File: config.mk
export PLATFORM = sky130hd
export DESIGN_NAME = uart_rx_axis
export DESIGN_NICKNAME = d
export VERILOG_FILES = /design/src/rtl/uart_rx_axis.sv
export SDC_FILE = /design/constraint.sdc
export NUM_CORES = 1
export LEC_CHECK = 0
export CAP_MARGIN = 15
export CORE_MARGIN = 2
export CORE_UTILIZATION = 50
export CTS_CLUSTER_SIZE = 24
export DETAILED_ROUTE_END_ITERATION = 8
export PLACE_DENSITY = 0.83
export REMOVE_ABC_BUFFERS = 1
export SYNTH_ARGS = -nofsm -noshare
export SYNTH_HDL_FRONTEND = slang
export SYNTH_SLANG_ARGS = --single-unit
File: constraint.sdc
create_clock -name clk -period 2.2 [get_ports clk]
set_input_delay 0.33 -clock clk [delete_from_list [all_inputs] [get_ports clk]]
set_output_delay 0.33 -clock clk [all_outputs]
set_load 0.005 [all_outputs]
File: src/rtl/uart_rx_axis.sv
// 8N1 UART receiver with a 2-flop input synchronizer and a single-entry
// AXI-Stream-style output buffer; framing errors and overruns pulse for one cycle.
module uart_rx_axis #(
    parameter int CLOCKS_PER_PULSE = 4,
    parameter int BITS_PER_WORD    = 8
) (
    input  logic                     clk,
    input  logic                     rst,
    input  logic                     rx,
    output logic [BITS_PER_WORD-1:0] m_data,
    output logic                     m_valid,
    input  logic                     m_ready,
    output logic                     frame_err,
    output logic                     overrun
);

    localparam int CW = $clog2(CLOCKS_PER_PULSE);
    localparam int IW = (BITS_PER_WORD > 1) ? $clog2(BITS_PER_WORD) : 1;
    localparam logic [CW-1:0] CNT_HALF = CW'(CLOCKS_PER_PULSE / 2 - 1);
    localparam logic [CW-1:0] CNT_FULL = CW'(CLOCKS_PER_PULSE - 1);
    localparam logic [IW-1:0] IDX_LAST = IW'(BITS_PER_WORD - 1);

    typedef enum logic [2:0] {
        ST_IDLE,
        ST_START,
        ST_DATA,
        ST_STOP,
        ST_BREAK
    } state_t;

    state_t                   state_q, state_d;
    logic                     rx_meta_q, rx_s_q;
    logic [CW-1:0]            cnt_q, cnt_d;
    logic [IW-1:0]            idx_q, idx_d;
    logic [BITS_PER_WORD-1:0] shift_q, shift_d;
    logic [BITS_PER_WORD-1:0] m_data_q, m_data_d;
    logic                     m_valid_q, m_valid_d;
    logic                     frame_err_q, overrun_q, overrun_d;
    logic                     word_good, frame_bad;

    always_ff @(posedge clk) begin
        if (rst) begin
            rx_meta_q   <= 1'b1;
            rx_s_q      <= 1'b1;
            state_q     <= ST_IDLE;
            cnt_q       <= '0;
            idx_q       <= '0;
            shift_q     <= '0;
            m_data_q    <= '0;
            m_valid_q   <= 1'b0;
            frame_err_q <= 1'b0;
            overrun_q   <= 1'b0;
        end else begin
            rx_meta_q   <= rx;
            rx_s_q      <= rx_meta_q;
            state_q     <= state_d;
            cnt_q       <= cnt_d;
            idx_q       <= idx_d;
            shift_q     <= shift_d;
            m_data_q    <= m_data_d;
            m_valid_q   <= m_valid_d;
            frame_err_q <= frame_bad;
            overrun_q   <= overrun_d;
        end
    end

    always_comb begin
        state_d   = state_q;
        cnt_d     = cnt_q + CW'(1);
        idx_d     = idx_q;
        shift_d   = shift_q;
        word_good = 1'b0;
        frame_bad = 1'b0;
        case (state_q)
            ST_IDLE: begin
                cnt_d = '0;
                if (!rx_s_q) state_d = ST_START;
            end
            ST_START: begin
                if (cnt_q == CNT_HALF) begin
                    cnt_d   = '0;
                    idx_d   = '0;
                    state_d = rx_s_q ? ST_IDLE : ST_DATA;
                end
            end
            ST_DATA: begin
                // LSB-first on the line: shift right so bit 0 ends at the LSB
                if (cnt_q == CNT_FULL) begin
                    cnt_d   = '0;
                    shift_d = {rx_s_q, shift_q[BITS_PER_WORD-1:1]};
                    idx_d   = idx_q + IW'(1);
                    if (idx_q == IDX_LAST) state_d = ST_STOP;
                end
            end
            ST_STOP: begin
                if (cnt_q == CNT_FULL) begin
                    cnt_d = '0;
                    if (rx_s_q) begin
                        word_good = 1'b1;
                        state_d   = ST_IDLE;
                    end else begin
                        frame_bad = 1'b1;
                        state_d   = ST_BREAK;
                    end
                end
            end
            ST_BREAK: begin
                cnt_d = '0;
                if (rx_s_q) state_d = ST_IDLE;
            end
            default: begin
                cnt_d   = '0;
                state_d = ST_IDLE;
            end
        endcase
    end

    // A handshake in the same cycle as a new word frees the slot for it.
    always_comb begin
        m_data_d  = m_data_q;
        m_valid_d = m_valid_q;
        overrun_d = 1'b0;
        if (m_valid_q && m_ready) m_valid_d = 1'b0;
        if (word_good) begin
            if (!m_valid_q || m_ready) begin
                m_data_d  = shift_q;
                m_valid_d = 1'b1;
            end else begin
                overrun_d = 1'b1;
            end
        end
    end

    assign m_data    = m_data_q;
    assign m_valid   = m_valid_q;
    assign frame_err = frame_err_q;
    assign overrun   = overrun_q;

endmodule

-- Word level (Yosys, flattened, before mapping)
Cells that the tools add are included.
- flip-flop bits (word level): 29
- input port bits: 4
- output and inout bits: 11
- logic and storage cells: 63
- add/sub/neg operators: 2
- equal/unequal tests: 13
- muxes and demuxes: 23
- bitwise operators: 3
- reductions and logical operators: 12
- operators with widths (operator ; number):
    $mux 3 ; 9
    $pmux 3 s5 ; 1
    $ne 2x2->1 const B ; 6
    $mux 1 ; 8
    $eq 3x2->1 const B ; 2
    $eq 3x3->1 const B ; 2
    $mux 2 ; 3
    $pmux 3 s2 ; 1
    $reduce_and 6->1 ; 1
    $pmux 2 s2 ; 1
    $reduce_and 2->1 ; 2
    $reduce_or 2->1 ; 2
    $add 3x1->3 const B ; 1
    $eq 3x1->1 const B ; 1
    $logic_not 3->1 ; 1
    $not 1->1 ; 3
    $reduce_and 3->1 ; 1
    $reduce_or 3->1 ; 1
    $add 2x1->2 const B ; 1
    $eq 2x1->1 const B ; 1
    $eq 2x2->1 const B ; 1
    $reduce_bool 2->1 ; 1
    $logic_and 1x1->1 ; 1
    $logic_not 1->1 ; 1
    $logic_or 1x1->1 ; 1

-- Logic depth before layout (Yosys ltp)
- word-level depth: 5
- depth in mapped cells: 6
- mapped depth without buffers: 6

-- Worst setup path before layout
Ideal clock, no wire load.
- path type: reg2reg
- from: reg cnt_q[1]
- to: reg state_q[0]
- setup time: 0.121 ns
- arrival: 1.430 ns
- data required time: 2.079 ns
- path slack: 0.649 ns
- cell stages (with the launch flop): 6
- buffers on the path: 0
- period minus slack after synthesis: 1.551 ns
- path through: dfxtp_1 inv_1 ha_1 or4_4 o311ai_2 mux2_4
- cells in the longest elaborated chain, start to end: 3
- elaborated cells on any way between the ends: 6
- classes of those cells: 5 x eq/ne; 1 x reduce/logical
- RTL lines (item ; line ; RTL):
    start, declared ; 33 ; logic [CW-1:0] cnt_q, cnt_d;
    start signal, assigned ; 57 ; cnt_q <= cnt_d;
    $eq 2x2->1 / $eq 2x1->1 (equally long branches) ; 88, 96, 80 ;
    $ne 2x2->1 (no line) ; n/a ;
    $reduce_and 6->1 (no line) * ; n/a ;
    end signal, assigned ; 56 ; state_q <= state_d;
    end, declared ; 31 ; state_t state_q, state_d;
Mark *: on every way between the ends. The rest lies on a longest branch, timed or not.
A chain may end at the register's enable or synchronous reset.

-- Final worst setup path
- from: reg state_q[0]
- to: reg state_q[0]
- cells in the longest elaborated chain, start to end: 3
- elaborated cells on any way between the ends: 13
- classes of those cells: 10 x eq/ne; 1 x mux; 2 x reduce/logical
- RTL lines (item ; line ; RTL):
    $eq 3x2->1 (tied with other cells) ; 74 ; case (state_q)
    $ne 2x2->1 (no line) ; n/a ;
    $reduce_and 6->1 (no line) ; n/a ;
Parallel ways exist; a longest one is shown, timed or not.

==> results_dict.tcl <==
set metrics [dict create \
    route.detailed.drc 0 \
    cts_root_buf "clkbuf_4" \
    maxCapViolCount 0 \
    postSynthAreaPerCell_um2 9.31 \
    ys_ff_latch 29 \
    via_count 934 \
    final_antenna_diode_count 0 \
    netSwitchingFraction_pct 25.3 \
    sequential_power_share_pct 58.4 \
    grt_pass1_vias 889 \
    post_place_cells 169 \
    fin_tns_setup_ns 0 \
    cp-start-kind "flip-flop" \
    post-layout-total-power_w 0.000982 \
    first_iter_violations 5 \
    pwr-share-clk_pct 30.3 \
    hold_class "flip-flop to flip-flop" \
    floorplan.core_area_mm2 0.00228 \
    max_freq_ghz 0.556 \
    cp_cell_sequence "inv_1 > or4_4 > o311ai_2 > mux2_4" \
    slew-limit-headroom_pct 71.9 \
    area_growth_syn_to_layout_pct 16.4 \
    least_margin_pin_slew_ns 0.420 \
    cts_inserted_buffers 5 \
    cellLeakagePower_nw 0.579 \
    filler_cell_count 189 \
    final_critical_path_setup_slack_ns 0.401 \
    tritoncts "done" \
    track_usage_pct 19.4 \
    cts.sink_count 29 \
    routed_wire_length_per_instance_um 12.5 \
    power.share.combinational_pct 11.3 \
    cp-end-kind "flip-flop" \
    final_non_filler_cell_total 177 \
    global_route.overflow_total 0 \
    synth-warning-count 0 \
    post-dp-hpwl_mm 1.64 \
    synth.yosys.seq_area_share_pct 47.3 \
    synth_cell_types 31 \
    hold-worst-slack_ns 0.411 \
    critical_path.max_stage_delay_ns 0.56 \
    cts_hold_buf 0 \
    place.port_buffers 14 \
    outcome "finished, final reports clean" \
    die_y_um 53.6 \
    required_ns 2.42 \
    rsz0062_at_grt "false" \
    finalWorstPathRequiredPeriod_ns 1.80 \
    post_synth_instance_area_mm2 0.00123 \
    power.density_cell_area_mw_per_mm2 686 \
    cts.repair_timing.setup_buffer_count 0 \
    path_max_fanout 11 \
    cts-htree-levels 2 \
    cts_resized 0 \
    die_w_um 53.6 \
    cells_taking_the_most_area_after_synthesis "dfxtp_1 47%, mux2i_1 7.3%, nand2_1 6.4%" \
    route.final.wire_length_mm 2.21 \
    viasPerCell 5.28 \
    final-max-slew-violation-count 0 \
    antenna_violating_nets_post_route 0 \
    grt_max_degree 15 \
    layout.nets 158 \
    critical_path_class "flip-flop to flip-flop" \
    postSynth.asyncResetShare_pct 0 \
    grt_pass1_wl_mm 3.80 \
    number_of_flops_mapped_to_enable_cells_by_yosys 0 \
    first_pass_iters 4 \
    synth.most_common_cell "dfxtp_1" \
    power_report.internal_total_w 0.000733 \
    num_io_pins 15 \
    floorplan.initialDensity_pct 54.0 \
    report.final.setup_viol 0 \
    worst_setup_hold_path_clk_slew_ns 0.08 \
    arrival_time_at_the_worst_endpoint_ns 2.02 \
    insertion_delay_ns 0.32 \
    synth_flop_cell "dfxtp_1" \
    synthDominantCellAreaShare_pct 47.3 \
    post-place-ws_ns 0.443 \
    timing.critical_path.slowest_stage_cell "dfxtp_1" \
    synth_largest_area_cell "dfxtp_1" \
    floorplan.die_area_mm2 0.00287 \
    irDropWorstVdd_mv 0.552 \
    synth_top_cells_by_count "29 x dfxtp_1, 21 x nand2_1, 13 x a21oi_1, 11 x nor2_1, 9 x mux2i_1" \
    initial_antenna_violation_count 0 \
    post_route_cells_drive_above_1_share_pct 10.1 \
    globalplace.congestion 0.742 \
    netSwitchingPower_w 0.000249 \
    placementRows 17 \
    worst-r2r-setup-slack_ns 0.40 \
    hold_viol 0 \
    clock_path_buffers 2 \
    part_of_the_cycle_the_worst_path_needs_pct 81.8 \
    post_route_skew_ns 0.00457 \
    number_of_instances_in_the_synthesized_netlist 132 \
]
[state kept, by name, indices dropped and copies added, names as in the netlist]
register	cells
frame_err	1
rx_s_q	1
overrun	1
m_valid	1
m_data	8
rx_meta_q	1
idx_q	3
state_q	3
shift_q	8
cnt_q	2
[layout make-up]
| type | instances | area (um^2) | share of cell area, % |
|---|---|---|---|
| multi-input cells | 92 | 596 | 41.6 |
| flip-flops and latches | 29 | 581 | 40.6 |
| repair buffers | 16 | 155 | 10.8 |
| clock buffers | 8 | 48.8 | 3.41 |
| well taps | 28 | 35.0 | 2.45 |
| inverters | 4 | 15.0 | 1.05 |
[power by group through the flow]
stage          combinational [W]  sequential, W  clock, W
6_report                0.000111       0.000573  0.000297
2_1_floorplan          0.0000853       0.000576         0
3_3_place_gp            0.000107       0.000581         0
4_1_cts                 0.000112       0.000572  0.000310
3_5_place_dp            0.000112       0.000583         0
5_1_grt                 0.000121       0.000578  0.000330
[cell usage in the layout, fill, tap and decap left out, drive strengths merged, types with 3 or more instances in the layout]
cell type       n
nand2b          5
nand2          21
clkbuf          8
nor2           11
mux2i           9
dfxtp          29
nand3           3
inv             4
ha              6
nor3            4
a21oi          13
clkdlybuf4s50  14
[routing by layer]
layer	track usage [%]	part of all wire (%)	routed length [um]	up-vias
li1	-	-	-	477
met1	22.5	46	1010	430
met2	30.0	48	1050	20
met3	6.67	4.2	92	7
met4	12.8	2.5	55	0
met5	0	0	0	-
[final timing paths]
kind,from,to,depth (start not counted)
worst min register to register,rx_meta_q,rx_s_q,1
worst min-delay path,rx_meta_q,rx_s_q,1
worst max register to register,state_q[0],state_q[0],4
worst max-delay path,state_q[0],state_q[0],4
[metrics by stage]
| stage | instance area [um^2] | utilization (%) |
|---|---|---|
| 3_5_place_dp | 1380 | 60.7 |
| 4_1_cts | 1430 | 62.8 |
| 3_3_place_gp | 1380 | 60.7 |
| 2_1_floorplan | 1190 | - |
| 6_report | 1430 | 62.8 |
| 5_1_grt | 1430 | 62.8 |
[cell families (layout without fill, tap and decap cells)]
kind of cell	count (synthesis)	count (layout)	share of synthesized area (%)
buffers and inverters	11	28	4.28
AND/OR/NAND/NOR	57	57	23.7
multiplexers	11	11	9.47
flip-flops	29	29	47.3
adder cells (fa/ha/maj)	6	6	6.11
XOR/XNOR	1	1	0.713
AO/OA/AOI/OAI	17	17	8.45
[worst max-delay path: cells and delay by family (launching register included)]
family / cells / cell delay, ns
multiplexers: 1 / 0.33
buffers and inverters: 1 / 0.14
AO/OA/AOI/OAI: 1 / 0.12
flip-flops: 1 / 0.56
AND/OR/NAND/NOR: 1 / 0.55
(Power assumes the default switching activity.)
